`config.mk`:
```
export PLATFORM = sky130hd
export DESIGN_NAME = sprite_rom_arbiter
export DESIGN_NICKNAME = d
export VERILOG_FILES = /design/src/rtl/sprite_rom_arbiter.sv
export SDC_FILE = /design/constraint.sdc
export NUM_CORES = 1
export LEC_CHECK = 0
export CAP_MARGIN = 10
export CORE_MARGIN = 5
export CORE_UTILIZATION = 60
export CTS_BUF_LIST = sky130_fd_sc_hd__clkbuf_2
export DETAILED_ROUTE_END_ITERATION = 8
export DONT_BUFFER_PORTS = 1
export PLACE_DENSITY_LB_ADDON = 0.25
export SYNTH_ARGS = -nofsm -noshare
export SYNTH_HDL_FRONTEND = slang
export SYNTH_SLANG_ARGS = --single-unit
```
`constraint.sdc`:
```
create_clock -name i_Clk -period 2.55 [get_ports i_Clk]
set_input_delay 0.3825 -clock i_Clk [delete_from_list [all_inputs] [get_ports i_Clk]]
set_output_delay 0.3825 -clock i_Clk [all_outputs]
set_load 0.005 [all_outputs]
```
`src/rtl/sprite_rom_arbiter.sv`:
```
// Round-robin arbiter sharing one sprite ROM read port between NUM_REQ pixel fetchers.
// Define ARB_FIXED_PRIORITY_EN to make requester 0 (background) always win.
module sprite_rom_arbiter #(
    parameter int NUM_REQ     = 4,
    parameter int ADDR_W      = 10,
    parameter int DATA_W      = 9,
    parameter int MEM_LATENCY = 1
) (
    input  logic                      i_Clk,
    input  logic                      i_Rst,
    input  logic [NUM_REQ-1:0]        i_Req,
    input  logic [NUM_REQ*ADDR_W-1:0] i_Addr,
    input  logic                      i_Flush,
    output logic [NUM_REQ-1:0]        o_Gnt,
    output logic [ADDR_W-1:0]         o_Mem_Addr,
    input  logic [DATA_W-1:0]         i_Mem_Data,
    output logic [NUM_REQ-1:0]        o_Rd_Valid,
    output logic [DATA_W-1:0]         o_Rd_Data,
    output logic                      o_Busy
);

`ifdef ARB_FIXED_PRIORITY_EN
    localparam bit FIXED_PRIO = 1'b1;
`else
    localparam bit FIXED_PRIO = 1'b0;
`endif

    localparam int IDX_W = (NUM_REQ > 1) ? $clog2(NUM_REQ) : 1;

    logic [IDX_W-1:0]       ptr;
    logic [IDX_W-1:0]       ptr_next;
    logic [IDX_W-1:0]       cand;
    logic [IDX_W-1:0]       win_idx;
    logic                   win_found;
    logic                   busy_next;
    logic                   gnt_vld;
    logic [IDX_W-1:0]       gnt_id;
    logic [MEM_LATENCY-1:0] pipe_vld;
    logic [IDX_W-1:0]       pipe_id [MEM_LATENCY];

    function automatic logic [IDX_W-1:0] wrap_idx(input logic [IDX_W-1:0] base, input int offset);
        int sum;
        sum = int'(base) + offset;
        if (sum >= NUM_REQ)
            sum = sum - NUM_REQ;
        return IDX_W'(sum);
    endfunction

    // Winner search: first requester at or above the pointer, wrapping.
    always_comb begin
        // NOTE: every always_comb output gets a default first so no path can infer a latch.
        win_found = 1'b0;
        win_idx   = '0;
        cand      = '0;
        if (FIXED_PRIO && i_Req[0]) begin
            win_found = 1'b1;
        end
        for (int k = 0; k < NUM_REQ; k++) begin
            cand = wrap_idx(ptr, k);
            if (!win_found && i_Req[cand] && !(FIXED_PRIO && cand == '0)) begin
                win_found = 1'b1;
                win_idx   = cand;
            end
        end
        ptr_next = wrap_idx(win_idx, 1);
        if (FIXED_PRIO && win_idx == '0)
            ptr_next = ptr;
    end

    // Busy mirrors the OR of the valid bits as they will be after this edge.
    always_comb begin
        busy_next = 1'b0;
        if (!i_Flush) begin
            busy_next = win_found | gnt_vld;
            for (int s = 0; s < MEM_LATENCY - 1; s++)
                busy_next = busy_next | pipe_vld[s];
        end
    end

    always_ff @(posedge i_Clk) begin
        // NOTE: sequential state uses non-blocking assignments so every flop samples pre-edge values.
        if (i_Rst) begin
            ptr        <= '0;
            o_Gnt      <= '0;
            gnt_vld    <= 1'b0;
            o_Mem_Addr <= '0;
            pipe_vld   <= '0;
            o_Busy     <= 1'b0;
        end else begin
            for (int s = MEM_LATENCY - 1; s > 0; s--)
                pipe_vld[s] <= pipe_vld[s-1] & ~i_Flush;
            pipe_vld[0] <= gnt_vld & ~i_Flush;

            if (i_Flush || !win_found) begin
                o_Gnt   <= '0;
                gnt_vld <= 1'b0;
            end else begin
                o_Gnt      <= NUM_REQ'(1) << win_idx;
                gnt_vld    <= 1'b1;
                o_Mem_Addr <= i_Addr[int'(win_idx)*ADDR_W +: ADDR_W];
                ptr        <= ptr_next;
            end
            o_Busy <= busy_next;
        end
    end

    // NOTE: id payloads are not reset; they are only ever read when their valid bit is set.
    always_ff @(posedge i_Clk) begin
        gnt_id     <= win_idx;
        pipe_id[0] <= gnt_id;
        for (int s = MEM_LATENCY - 1; s > 0; s--)
            pipe_id[s] <= pipe_id[s-1];
    end

    always_comb begin
        o_Rd_Valid = '0;
        if (pipe_vld[MEM_LATENCY-1])
            o_Rd_Valid[pipe_id[MEM_LATENCY-1]] = 1'b1;
    end

    assign o_Rd_Data = i_Mem_Data;

endmodule

```
==> run summary, run 1 <==
Status = complete, no violations
Seq/Total Area, Yosys = 42.06%
VDD IR max = 0.3254 mV
Area Overhead vs Synth = -3.543%
Largest net degree at the start of global routing = 26
DR iter-0 viols = 13
Met2 WL = 1111 um
Post-CTS setup buffers = 0
Reg clk slew, reported paths = 0.20 ns
Crit path kind = register to register
H-tree Lvls = 1
Fraction of layout cells with a size suffix above 1 = 8.654%
Tcrit/Tclk final = 69.26%
Req. time, crit path = 2.76 ns
Slowest cell on crit path = dfxtp_1
Register area = 460.4 um^2
Skew-Pair Late Insertion Delay = 0.31 ns
Hold_buf cts = 0
Yosys top cell area share = 42.06%
Min-Delay Path Class = input port to register
Most frequent cell after synthesis = dfxtp_1
Leading area contributor after synthesis = dfxtp_1
Clock root cell = clkbuf_2
Crit. End Element = register
DP Wirelength = 1745 um
Area occupied by multi-input gates = 525.5 um^2
Synthesized flop and latch total = 23
Final Hold Fails = 0
Via density = 6.233
Slew HR = 53.42%
Initial Util = 63.41%
Worst EP arrival = 1.97 ns
Overflow after GRT = 0
Slew Limit Fails = 0
Fillers = 163
Clock skew = 0.004967 ns
Cell variety after synth = 23
Fin area = 1056 um^2
Worst slew pin tran = 0.6961 ns
Ranking of synthesized cells by area = dfxtp_1, mux2i_1, o221ai_1
Leakage power = 0.4314 nW
First-pass detailed-route iteration total = 6
I/O Pins = 84
Post-DP Area = 1036 um^2
Vias in the first global route = 813
Total GRT Usage = 16.68%
Avg Inst Size Synth = 9.775 um^2
TNS Setup = 0 ns
Buf+Inv Stages, Crit Path = 1
Top post-synthesis cells by count = dfxtp_1, mux2i_1, nand2_1, nor2_1, o221ai_1
Critical path peak fanout = 25
DIE WIDTH = 52.72 um
Core area = 1727 um^2
Max frequency = 566.2 MHz
Critical path launch point type = register
Most used cell along the critical path = mux2i_1
Synthesized instance count = 112
Met1 WL = 935 um
Vias = 804
Endpoints failing setup = 0
Worst path max stage delay = 0.47 ns
Cells resized by post-CTS repair = 0
Die Ht = 52.72 um
Top sig layer = met4
Final Net Count = 161
DRC violations left = 0
First-pass GRT wire length = 3477 um
WL final = 2281 um
Top FF cell, synth = dfxtp_1
Min cycle time layout = 1.766 ns
Clock buffer depth = 2
Initial antenna violation count = 0
Routed len/inst = 17.68 um
TritonCTS clock tree = yes
CP Cell Sequence = mux2i_1, nor2_1, nor3_4, buf_4, mux2i_1, o221ai_1
Total chip power = 685.3 uW
Syn nets = 168
Crit path max-delay family = flip-flops
Post-synth ARST share = 0%
Cts bufs inserted = 3
Die Outline Area = 2779 um^2
Antenna viol nets, final = 0
RSZ-0062 raised after global routing = false
Maxcap violations = 0
Clock sinks = 23
Gpl congestion = 0.7832
Diode count = 0
Synth warn = 0
Site Rows = 15
Port bufs = 0
Cell area power density = 648.9 nW/um^2
EDFF count, synth = 0
Post-Syn Area = 1095 um^2
Met3 Wirelength = 211 um
-- sequential cells by signal, indices dropped and copies added (netlist names) --
register / count
o_Mem_Addr: 10
ptr: 2
pipe_id: 2
gnt_vld: 1
o_Busy: 1
o_Gnt: 4
gnt_id: 2
pipe_vld: 1
-- power breakdown --
group | total (mW) | leakage, nW | switching (mW) | internal (mW)
Sequential | 0.419 | 0.190 | 0.0242 | 0.395
Combinational | 0.123 | 0.225 | 0.0643 | 0.0588
Clock | 0.143 | 0.0166 | 0.101 | 0.0415
-- logic make-up (layout without fill, tap and decap cells) --
logic type | count (synthesis) | in the layout | share of synthesized area [%]
compound gates | 16 | 16 | 11.88
xor+xnor | 1 | 1 | 0.8001
buf+inv | 16 | 8 | 9.942
flops | 23 | 23 | 42.06
mux | 21 | 21 | 19.20
simple gates | 35 | 35 | 16.11
-- layer usage --
metal / GRT usage (%) / up-vias
li1: - / 380
met1: 20.24 / 377
met2: 28.10 / 39
met3: 3.704 / 8
met4: 6.809 / 0
met5: 0 / -
-- metrics by stage --
stage	std cells	worst slack, ns	hold WS (ns)	utilization, %
global route	129	0.6170	0.05410	61.16
global placement	125	0.7984	0.3148	60.00
detailed placement	125	0.7777	0.3200	60.00
finish	129	0.7839	0.09976	61.16
floorplan	112	0.9097	0.3096	-
CTS	129	0.7958	0.08166	61.16
-- path summary, 6_finish.rpt --
kind	start	endpoint	slack (ns)	cells past startpoint
setup / recovery	ptr[1]	o_Mem_Addr[5]	0.78	6
hold / removal	i_Rst	ptr[1]	0.1	1
setup reg to reg	ptr[1]	o_Mem_Addr[5]	0.78	6
hold reg to reg	gnt_id[1]	pipe_id[0][1]	0.35	0
-- area by class of cell --
| type | instances | area share [%] |
|---|---|---|
| Clock buffer | 4 | 1.896 |
| Inverter | 3 | 1.066 |
| Multi-Input combinational cell | 73 | 49.76 |
| Sequential cell | 23 | 43.60 |
| Tap cell | 25 | 2.962 |
| Timing Repair Buffer | 1 | 0.7109 |
-- cell usage in the layout, fill, tap and decap left out, types with 2 or more instances in the layout --
cell type  instances
inv_1              2
nor3_1             2
mux2i_1           21
a21oi_1            3
nor4_1             2
clkbuf_2           4
and3_1             2
nor2_1            10
nor3b_1            2
dfxtp_1           23
o221ai_1          10
nand2b_1           2
nand2_1           12
No activity file was read; power rests on OpenSTA's default activity.
==> inputs of run 2 (changes only) <==
--- a/config.mk
+++ b/config.mk
@@ -7,7 +7,7 @@
 export LEC_CHECK = 0
 export CAP_MARGIN = 10
 export CORE_MARGIN = 5
-export CORE_UTILIZATION = 60
+export CORE_UTILIZATION = 58
 export CTS_BUF_LIST = sky130_fd_sc_hd__clkbuf_2
 export DETAILED_ROUTE_END_ITERATION = 8
 export DONT_BUFFER_PORTS = 1
==> constraint.sdc (replaced) <==
create_clock -name i_Clk -period 1.45 [get_ports i_Clk]
set_input_delay 0.2175 -clock i_Clk [delete_from_list [all_inputs] [get_ports i_Clk]]
set_output_delay 0.2175 -clock i_Clk [all_outputs]
set_load 0.005 [all_outputs]
==> run summary, run 2 (synthesized netlist as in run 1, its figures left out) <==
First-pass GRT wire length = 3732 um (+7.3%)
Crit path max-delay family = flip-flops
Area Overhead vs Synth = 8.229%
Cell area power density = 1078 nW/um^2 (+66%)
Reg2Reg Depth = 7 (+1)
Final Net Count = 170 (+5.6%)
Req. time, crit path = 1.69 ns (-1.07 ns)
Antenna viol nets, final = 0 (unchanged)
Max frequency = 645.0 MHz (+14%)
Met3 Wirelength = 291 um (+38%)
Min cycle time layout = 1.550 ns (-0.2156 ns)
Skew-Pair Late Insertion Delay = 0.31 ns (about the same)
Die Outline Area = 2856 um^2 (+2.8%)
Leakage power = 0.4888 nW (+13%)
Failing checks = setup timing
Fraction of layout cells with a size suffix above 1 = 19.47% (+11 points)
DRC violations left = 0 (unchanged)
NetSw = 351.8 uW (+85%)
Setup ws final = -0.1005 ns (-0.8844 ns)
Vias in the first global route = 870 (+7.0%)
Clock Power Share = 19.4% (-1.5 points)
Initial Util = 62.06% (-1.3 points)
Worst hold stages = 2 (+1)
Hold Path Sink = o_Mem_Addr[8]
Fillers = 162 (-0.61%)
Clock sinks = 23 (unchanged)
Core area = 1764 um^2 (+2.2%)
Status = finished with violations
Reg clk slew, reported paths = 0.20 ns (about the same)
Met1 WL = 916 um (-2.0%)
DIE WIDTH = 53.45 um (+1.4%)
Buf+Inv Stages, Crit Path = 2 (+1)
Worst EP arrival = 1.79 ns (-0.18 ns)
Worst path max stage delay = 0.41 ns (-0.06 ns)
Routed len/inst = 18.17 um (+2.7%)
Tcrit/Tclk final = 106.9% (+38 points)
Flop pwr share = 57.9% (-3.3 points)
TNS Setup = -0.8827 ns (-0.8827 ns)
Critical path launch point type = register
R2R Path End = ptr[1]
Slew Limit Fails = 0 (unchanged)
Port bufs = 0 (unchanged)
Overflow after GRT = 0 (unchanged)
Worst slew pin tran = 0.3798 ns (-0.3163 ns)
Via density = 6.123 (-1.8%)
Worst Setup SP = ptr[1]
RSZ-0062 raised after global routing = true
Die Ht = 53.45 um (+1.4%)
CP Cell Sequence = nand2b_1, a21oi_2, nor3_4, clkbuf_16, buf_4, xnor2_2, a211oi_2
WHS = 0.1067 ns (+0.006908 ns)
TritonCTS clock tree = yes
VDD IR max = 0.5552 mV (+71%)
Clock skew = 0.01006 ns (+0.005091 ns)
Post-Layout Cell Count = 138 (+7.0%)
DR iter-0 viols = 8 (-5)
Max reg flops = 10 (unchanged)
Top sig layer = met4
Top flop regs = o_Mem_Addr x10, o_Gnt x4
Crit. End Element = register
DP Wirelength = 1891 um (+8.4%)
Clock buffer depth = 2 (unchanged)
Inst Count DP = 129 (+3.2%)
Switch share = 27.55% (-0.16 points)
Most frequent cells in the layout = dfxtp_1, mux2i_1, nand2_1
Hold Crit Start = i_Addr[8]
Critical path peak fanout = 11 (-56%)
Most common cell after layout, fill and taps aside = dfxtp_1
Crit path kind = register to register
Total GRT Usage = 18.00% (+1.3 points)
Final Hold Fails = 0 (unchanged)
Diode count = 0 (unchanged)
WL final = 2507 um (+9.9%)
H-tree Lvls = 1 (unchanged)
Site Rows = 15 (unchanged)
Largest net degree at the start of global routing = 13 (-50%)
R2R setup slack = -0.10 ns (-0.88 ns)
Min-Delay Path Class = input port to register
Endpoints failing setup = 11 (+11)
Met2 WL = 1273 um (+15%)
I/O Pins = 84 (unchanged)
Most flop-heavy register = o_Mem_Addr
Gpl congestion = 0.7464 (-4.7%)
Vias = 845 (+5.1%)
Cts bufs inserted = 3 (unchanged)
Reg2Reg Launch Point = ptr[1]
Slowest cell on crit path = dfxtp_4
First-pass detailed-route iteration total = 4 (-2)
Combinational power share = 22.7% (+4.7 points)
Initial antenna violation count = 0 (unchanged)
Slew HR = 74.49% (+21 points)
Clock root cell = clkbuf_2
Int Power = 925.1 uW (+87%)
Maxcap violations = 0 (unchanged)
-- run 2: layer usage --
| layer | global-route usage [%] | vias up |
|---|---|---|
| met4 | 6.383 | 0 |
| met3 | 6.479 | 6 |
| met5 | 0 | - |
| met2 | 32.45 | 56 |
| li1 | - | 397 |
| met1 | 18.84 | 386 |
-- run 2: area by class of cell --
type                            instances  area (um^2)  share of cell area [%]
Multi-Input combinational cell         73        553.0                   46.67
Sequential cell                        23        464.2                   39.18
Timing Repair Buffer                   10        105.1                   8.870
Tap cell                               25        31.28                   2.640
Clock buffer                            4        20.02                   1.690
Inverter                                3        11.26                  0.9504
-- run 2: power by group through the flow --
stage               logic [mW]  registers [mW]  clock network [mW]
finish                   0.289           0.740               0.248
global route             0.315           0.748               0.277
CTS                      0.300           0.739               0.256
detailed placement       0.251           0.753                   0
global placement         0.240           0.749                   0
floorplan                0.228           0.740                   0
-- run 2: how the worst max path moves through the flow --
stage / to / slack, ns / cells past startpoint
global placement: o_Mem_Addr[3] / -0.04 / 6
floorplan: o_Mem_Addr[1] / -0.17 / 6
global route: o_Mem_Addr[5] / -0.20 / 6
CTS: o_Mem_Addr[6] / -0.15 / 7
finish: ptr[1] / -0.10 / 7
detailed placement: o_Mem_Addr[6] / -0.17 / 6
-- run 2: metrics by stage --
| step | cell area, um^2 | utilization (%) | setup WS (ns) | power [mW] |
|---|---|---|---|---|
| final | 1185 | 67.16 | -0.1005 | 1.277 |
| after detailed placement | 1087 | 61.63 | -0.1668 | 1.004 |
| after CTS | 1181 | 66.95 | -0.1476 | 1.295 |
| after global placement | 1087 | 61.63 | -0.04287 | 0.9894 |
| after global routing | 1185 | 67.16 | -0.2008 | 1.340 |
| after floorplan | 1104 | - | -0.1660 | 0.9680 |
-- run 2: timing repair --
item | CTS | global route
cloned | 1 | 0
endpoints found under the setup margin | 13 | 15
resized for setup | 2 | 8
hold endpoints to repair | 4 | 0
pin swaps | 1 | 2
buffers inserted | 2 | 1
hold buffers | 2 | 0
-- run 2: worst reg2reg max path, delay by kind of cell, from the launching register on --
kind,cells,cell delay (ns)
compound gates,2,0.39
xor+xnor,1,0.13
buf+inv,2,0.33
flops,1,0.41
simple gates,2,0.24
